--- config.mk ---
export PLATFORM = sky130hd
export DESIGN_NAME = pipe_hazard_ctrl
export DESIGN_NICKNAME = d
export VERILOG_FILES = /design/src/rtl/pipe_hazard_ctrl.sv
export SDC_FILE = /design/constraint.sdc
export NUM_CORES = 1
export LEC_CHECK = 0
export CORE_ASPECT_RATIO = 0.8
export CORE_MARGIN = 2
export CORE_UTILIZATION = 25
export DETAILED_ROUTE_END_ITERATION = 10
export GPL_TIMING_DRIVEN = 0
export HOLD_SLACK_MARGIN = 0.02
export PLACE_DENSITY = 0.43
export RECOVER_POWER = 50
export SLEW_MARGIN = 20
export SYNTH_ARGS = -nofsm -noshare
export SYNTH_HDL_FRONTEND = slang
export SYNTH_SLANG_ARGS = --single-unit
--- constraint.sdc ---
create_clock -name clk -period 3.4 [get_ports clk]
set_clock_uncertainty 0.15 [all_clocks]
set_input_delay 0.68 -clock clk [delete_from_list [all_inputs] [get_ports clk]]
set_output_delay 0.68 -clock clk [all_outputs]
set_load 0.005 [all_outputs]
--- src/rtl/pipe_hazard_ctrl.sv ---
// Pipeline control for the 5-stage CPU: write-enable/flush pairs for every
// pipeline register, PC enable, MDU busy tracking and stall/flush event counters.
module pipe_hazard_ctrl #(
  parameter int MDU_LAT = 32,
  parameter int CNT_W   = 6
) (
  input  logic        clk,
  input  logic        Rst,
  input  logic        mem_ready,
  input  logic        ex_branch_taken,
  input  logic        ex_mem_read,
  input  logic [4:0]  ex_rt,
  input  logic [4:0]  id_rs,
  input  logic [4:0]  id_rt,
  input  logic        id_use_rs,
  input  logic        id_use_rt,
  input  logic        ex_mdu_start,
  input  logic        id_mdu_access,
  output logic        pc_we,
  output logic        ifid_we,
  output logic        ifid_flush,
  output logic        idex_we,
  output logic        idex_flush,
  output logic        exmem_we,
  output logic        exmem_flush,
  output logic        memwb_we,
  output logic        memwb_flush,
  output logic        mdu_busy,
  output logic [31:0] stall_cycles,
  output logic [31:0] flush_events
);

  typedef enum logic {IDLE = 1'b0, BUSY = 1'b1} state_t;

  localparam logic [CNT_W-1:0] CNT_LOAD = CNT_W'(MDU_LAT - 1);

  state_t            state_q, state_d;
  logic [CNT_W-1:0]  cnt_q, cnt_d;
  logic              lu, mh;
  logic              redirect;

  always_ff @(posedge clk or posedge Rst) begin
    if (Rst) begin
      state_q <= IDLE;
      cnt_q   <= '0;
    end else begin
      state_q <= state_d;
      cnt_q   <= cnt_d;
    end
  end

  // The MDU counts down through freezes: its occupancy is wall-clock, not pipeline progress.
  always_comb begin
    state_d = state_q;
    cnt_d   = cnt_q;
    case (state_q)
      IDLE: begin
        if (ex_mdu_start && mem_ready) begin
          state_d = BUSY;
          cnt_d   = CNT_LOAD;
        end
      end
      BUSY: begin
        if (cnt_q == '0) state_d = IDLE;
        else             cnt_d   = cnt_q - CNT_W'(1);
      end
      default: state_d = IDLE;
    endcase
  end

  assign mdu_busy = (state_q == BUSY);

  assign lu = ex_mem_read && (ex_rt != 5'd0) &&
              ((id_use_rs && (id_rs == ex_rt)) || (id_use_rt && (id_rt == ex_rt)));
  assign mh = mdu_busy && id_mdu_access;

  // Handshake: mem_ready is a ready with no matching valid; while it is low no
  // pipeline register may capture or flush, so every control drops to 0.
  always_comb begin
    pc_we       = 1'b0;
    ifid_we     = 1'b0;
    ifid_flush  = 1'b0;
    idex_we     = 1'b0;
    idex_flush  = 1'b0;
    exmem_we    = 1'b0;
    exmem_flush = 1'b0;
    memwb_we    = 1'b0;
    memwb_flush = 1'b0;
    redirect    = 1'b0;
    if (Rst || !mem_ready) begin
      pc_we = 1'b0;
    end else if (ex_branch_taken) begin
      // The ID instruction is wrong-path, so its hazards are irrelevant.
      redirect   = 1'b1;
      pc_we      = 1'b1;
      ifid_we    = 1'b1;
      ifid_flush = 1'b1;
      idex_we    = 1'b1;
      idex_flush = 1'b1;
      exmem_we   = 1'b1;
      memwb_we   = 1'b1;
    end else if (lu || mh) begin
      idex_we    = 1'b1;
      idex_flush = 1'b1;
      exmem_we   = 1'b1;
      memwb_we   = 1'b1;
    end else begin
      pc_we    = 1'b1;
      ifid_we  = 1'b1;
      idex_we  = 1'b1;
      exmem_we = 1'b1;
      memwb_we = 1'b1;
    end
  end

  always_ff @(posedge clk or posedge Rst) begin
    if (Rst) begin
      stall_cycles <= '0;
      flush_events <= '0;
    end else begin
      if (!pc_we && (stall_cycles != 32'hFFFF_FFFF))
        stall_cycles <= stall_cycles + 32'd1;
      if (redirect && (flush_events != 32'hFFFF_FFFF))
        flush_events <= flush_events + 32'd1;
    end
  end

endmodule

==> reports/summary.md <==
The flow ran to the end, but the final reports show violations. The checks that failed: max-capacitance violations, max-slew violations. After floorplanning, the core was sized to cover 14200 um^2. STA classifies the critical path endpoint as an output pin. After Yosys synthesis, XOR and XNOR cells account for 17.98% of the synthesized area. The run gives 39 as the number of rows in the core area.

The logs give 71 for the clock sink total and 9224 um for the total length of routed wires. The cell sitting at the root of the clock tree is a sky130_fd_sc_hd__clkbuf_16. The later pin in the worst-skew pair is clocked with a latency of 0.32 ns.

Measured against its own limit, the worst slew margin works out to -11.65%. The number of antenna diodes in the final layout is 0. The pre-antenna-repair detailed-routing pass consisted of 4 iterations. The run gives 486 as the net count reported at finish.

The logs give 0 for the number of synthesis warnings and 3 for the depth of the CTS H-tree. Setup repair after global routing left no endpoint under its margin. In the finished design, the share of the clock period the worst path needs comes to 95.89%.

In the layout the commonest cells are 71 x sky130_fd_sc_hd__dfrtp_1, 56 x sky130_fd_sc_hd__clkdlybuf4s50_1, 41 x sky130_fd_sc_hd__xor2_1. The initial antenna violation count is 0, and the count of different cell masters after synthesis is 40. Setup violations remaining at the end of the flow were counted as 0. Summed over all cells, the static leakage comes to 2.231 nW.

For the number of failing hold endpoints at the final stage, the log shows 0. The combinational family with the most area after synthesis was simple AND/OR/NAND/NOR gates. The class of the worst hold path is flip-flop to flip-flop. The clock transition time at the flip-flop clock pins of the worst setup and hold paths is 0.06 ns, and the post-detailed-route via-to-cell ratio is 4.515. STA classifies the critical path startpoint as a primary input.

Final hold analysis gives a worst-case slack of 0.3351 ns. The share of total power dissipated in the clock network is 34.4%. The critical path data required time was 2.57 ns. At the end of routability-driven placement, the weighted congestion stood at 0.7476. Counting cells, the worst reg-to-reg path comes to 8. In this run the vertical extent of the chip is 111.4 um. Summed over all failing endpoints, the final setup total negative slack is 0 ns.

The die width was 138.3 um; the synthesized area was 3605 um^2. By startpoint and endpoint, the worst setup path is classified as primary input to output pin. The count of max-cap constraint violations is 1, and the remaining antenna violation count after routing is 0. The layout cell share with drive strength beyond 1 was 9.935%; the mean area per synthesized cell was 10.48 um^2. The post-synthesis simple-gate area fraction came out at 25.41%. The adder and majority gate portion of the synthesized area came out at 1.041%. For the final max-slew violation count, the log shows 43. Most common cell after layout, fill and taps aside: sky130_fd_sc_hd__dfrtp_1. The total clock buffers created by CTS is 9, and the global route total overflow is 0. Global routing consumed, over all layers together, 12.27% of the routing resources. The clock passes through at most 2 buffers.

The internal portion of the total power is 1.964 mW. The quantity of I/O buffers inserted on ports is 95, and the half-perimeter wire length after placement is 6763 um. I/O pin count: 98. The logs give 344 for the cell count after synthesis and 43.3% for the fraction of power consumed by sequential logic. The die covers 15400 um^2.

Largest fanout on the critical path: 3. The tools report the sequential cell area fraction in the yosys report as 49.29%. Dividing the detail-routed wire length by the instance count gives 14.26 um. The count of filler cells inserted in the layout was 1424; the layout overhead on the synthesized area was 43.70%. The cell depth of the worst min-delay path is 1.

TritonCTS built the clock tree. Maximum number of pins on one net before global-route repair: 43. The clock period could shrink to 3.260 ns. The maximum clock rate came out at 0.3067 GHz.

After detailed routing, the number of remaining DRC violations is 0. Slew at the pin closest to its max-slew limit: 1.673 ns. Combinational logic burns 22.3% of the power. At the worst endpoint, the arrival time is 2.43 ns. Summing the areas of all compound-gate instances in the mapped netlist gives 2.291% of the synthesized area.

Across the VDD grid, the largest voltage drop is 0.2265 mV. The tools report the via count of the first global-routing pass as 2856. After the first detailed-routing iteration, the DRC count stood at 170.

After synthesis the netlist holds a flip-flop and latch count of 71. After synthesis, the share of cell area in mux cells is 1.041%. In this run the power spent charging and discharging nets is 767.8 uW. The first global-routing pass estimated 15120 um of wire. The post-place setup slack is -0.6124 ns, and the initial standard-cell utilization of the core is 25.39%. Dividing total power by cell area gives a power density of 527.3 nW/um^2. In the post-route analysis, the smallest setup slack over all paths is 0.1398 ns.

The total number of vias is 2921, and the switching portion of total power is 28.11%.
[registers in the layout, summed over array words and instances (netlist names)]
register      cells
flush_events     32
cnt_q             6
mdu_busy          1
stall_cycles     32
[metal layers]
metal | vias to the layer above | part of all wire, % | GRT usage (%)
li1 | 1434 | - | -
met1 | 1403 | 52 | 18.09
met2 | 76 | 42 | 17.16
met3 | 8 | 5.3 | 3.656
met4 | 0 | 1.4 | 3.878
met5 | - | 0 | 0
[stage by stage]
step                      area (um^2)  std cells  utilization (%)  power (mW)
after floorplan                  3608        345                -       1.450
after global placement           4790        624            33.73       1.825
after detailed placement         4812        625            33.89       1.833
after CTS                        5166        645            36.38       2.803
after global routing             5180        647            36.48       2.903
final                            5180        647            36.48       2.732
[cells by family (layout without fill, tap and decap cells)]
group / Yosys count / after routing
AND/OR/NAND/NOR: 160 / 160
XOR/XNOR: 74 / 74
flip-flops: 71 / 71
buffers and inverters: 19 / 137
AO/OA/AOI/OAI: 13 / 13
adder cells (fa/ha/maj): 3 / 3
multiplexers: 3 / 3
other: 1 / 2
[cell usage after synthesis, drive strengths merged]
library cell / number / share of area (%)
a21boi: 2 / 0.42
a21oi: 7 / 1.3
and2: 3 / 0.52
and3: 12 / 2.1
and3b: 1 / 0.24
and4: 10 / 2.4
and4b: 1 / 0.28
buf: 10 / 1.9
clkbuf: 1 / 0.10
conb: 1 / 0.10
dfrtp: 71 / 49
ha: 3 / 1.0
inv: 8 / 0.83
mux2: 3 / 1.0
nand2: 26 / 2.7
nand2b: 2 / 0.35
nand3: 27 / 3.7
nand3b: 1 / 0.21
nand4: 18 / 3.3
nor2: 17 / 2.0
nor2b: 4 / 0.69
nor3: 20 / 2.8
nor3b: 1 / 0.21
nor4: 10 / 2.2
nor4b: 6 / 1.5
o21ai: 3 / 0.42
o22ai: 1 / 0.17
or4: 1 / 0.21
xnor2: 33 / 8.0
xor2: 41 / 10
[timing repair]
action,4_1_cts,5_1_grt
buffers inserted,5,2
setup endpoints to repair,3,2
pin swaps,2,4
hold buffers,0,0
gates resized for setup,12,4
endpoints found under the hold margin,0,0
[path summary, 6_finish.rpt]
| check | startpoint | endpoint | slack (ns) |
|---|---|---|---|
| worst max-delay path | ex_rt[2] | pc_we | 0.14 |
| worst min-delay path | flush_events[23] | flush_events[23] | 0.34 |
| worst max register to register | stall_cycles[0] | stall_cycles[15] | 0.69 |
| worst min register to register | flush_events[23] | flush_events[23] | 0.34 |
| max in group asynchronous | Rst | stall_cycles[14] | 0.53 |
| min in group asynchronous | Rst | mdu_busy | 1.24 |
[worst max-delay path, cell delays in order]
cell and delay (ns):
sky130_fd_sc_hd__dlygate4sd2_1 0.27, sky130_fd_sc_hd__or4_4 0.53, sky130_fd_sc_hd__o21ai_4 0.14, sky130_fd_sc_hd__nor2_2 0.06, sky130_fd_sc_hd__a21oi_4 0.20, sky130_fd_sc_hd__buf_6 0.13, sky130_fd_sc_hd__buf_4 0.09, sky130_fd_sc_hd__buf_4 0.08
sky130_fd_sc_hd__dlygate4sd2_1 0.23
[cell type report]
type	count	area (um^2)	area share [%]
multi-input cells	255	1755	33.89
inverters	8	30.03	0.5797
clock inverters	4	45.04	0.8696
well taps	184	230.2	4.444
plain buffers	11	78.83	1.522
clock buffers	11	252.7	4.879
flip-flops and latches	71	1777	34.30
repair buffers	103	1011	19.52
[power groups by stage]
stage,sequential [mW],clock [mW],combinational [mW]
finish,1.18,0.939,0.610
global route,1.21,1.01,0.683
CTS,1.19,0.973,0.642
detailed placement,1.20,0,0.632
global placement,1.20,0,0.626
floorplan,1.16,0,0.289
No activity file was read; power rests on OpenSTA's default activity.
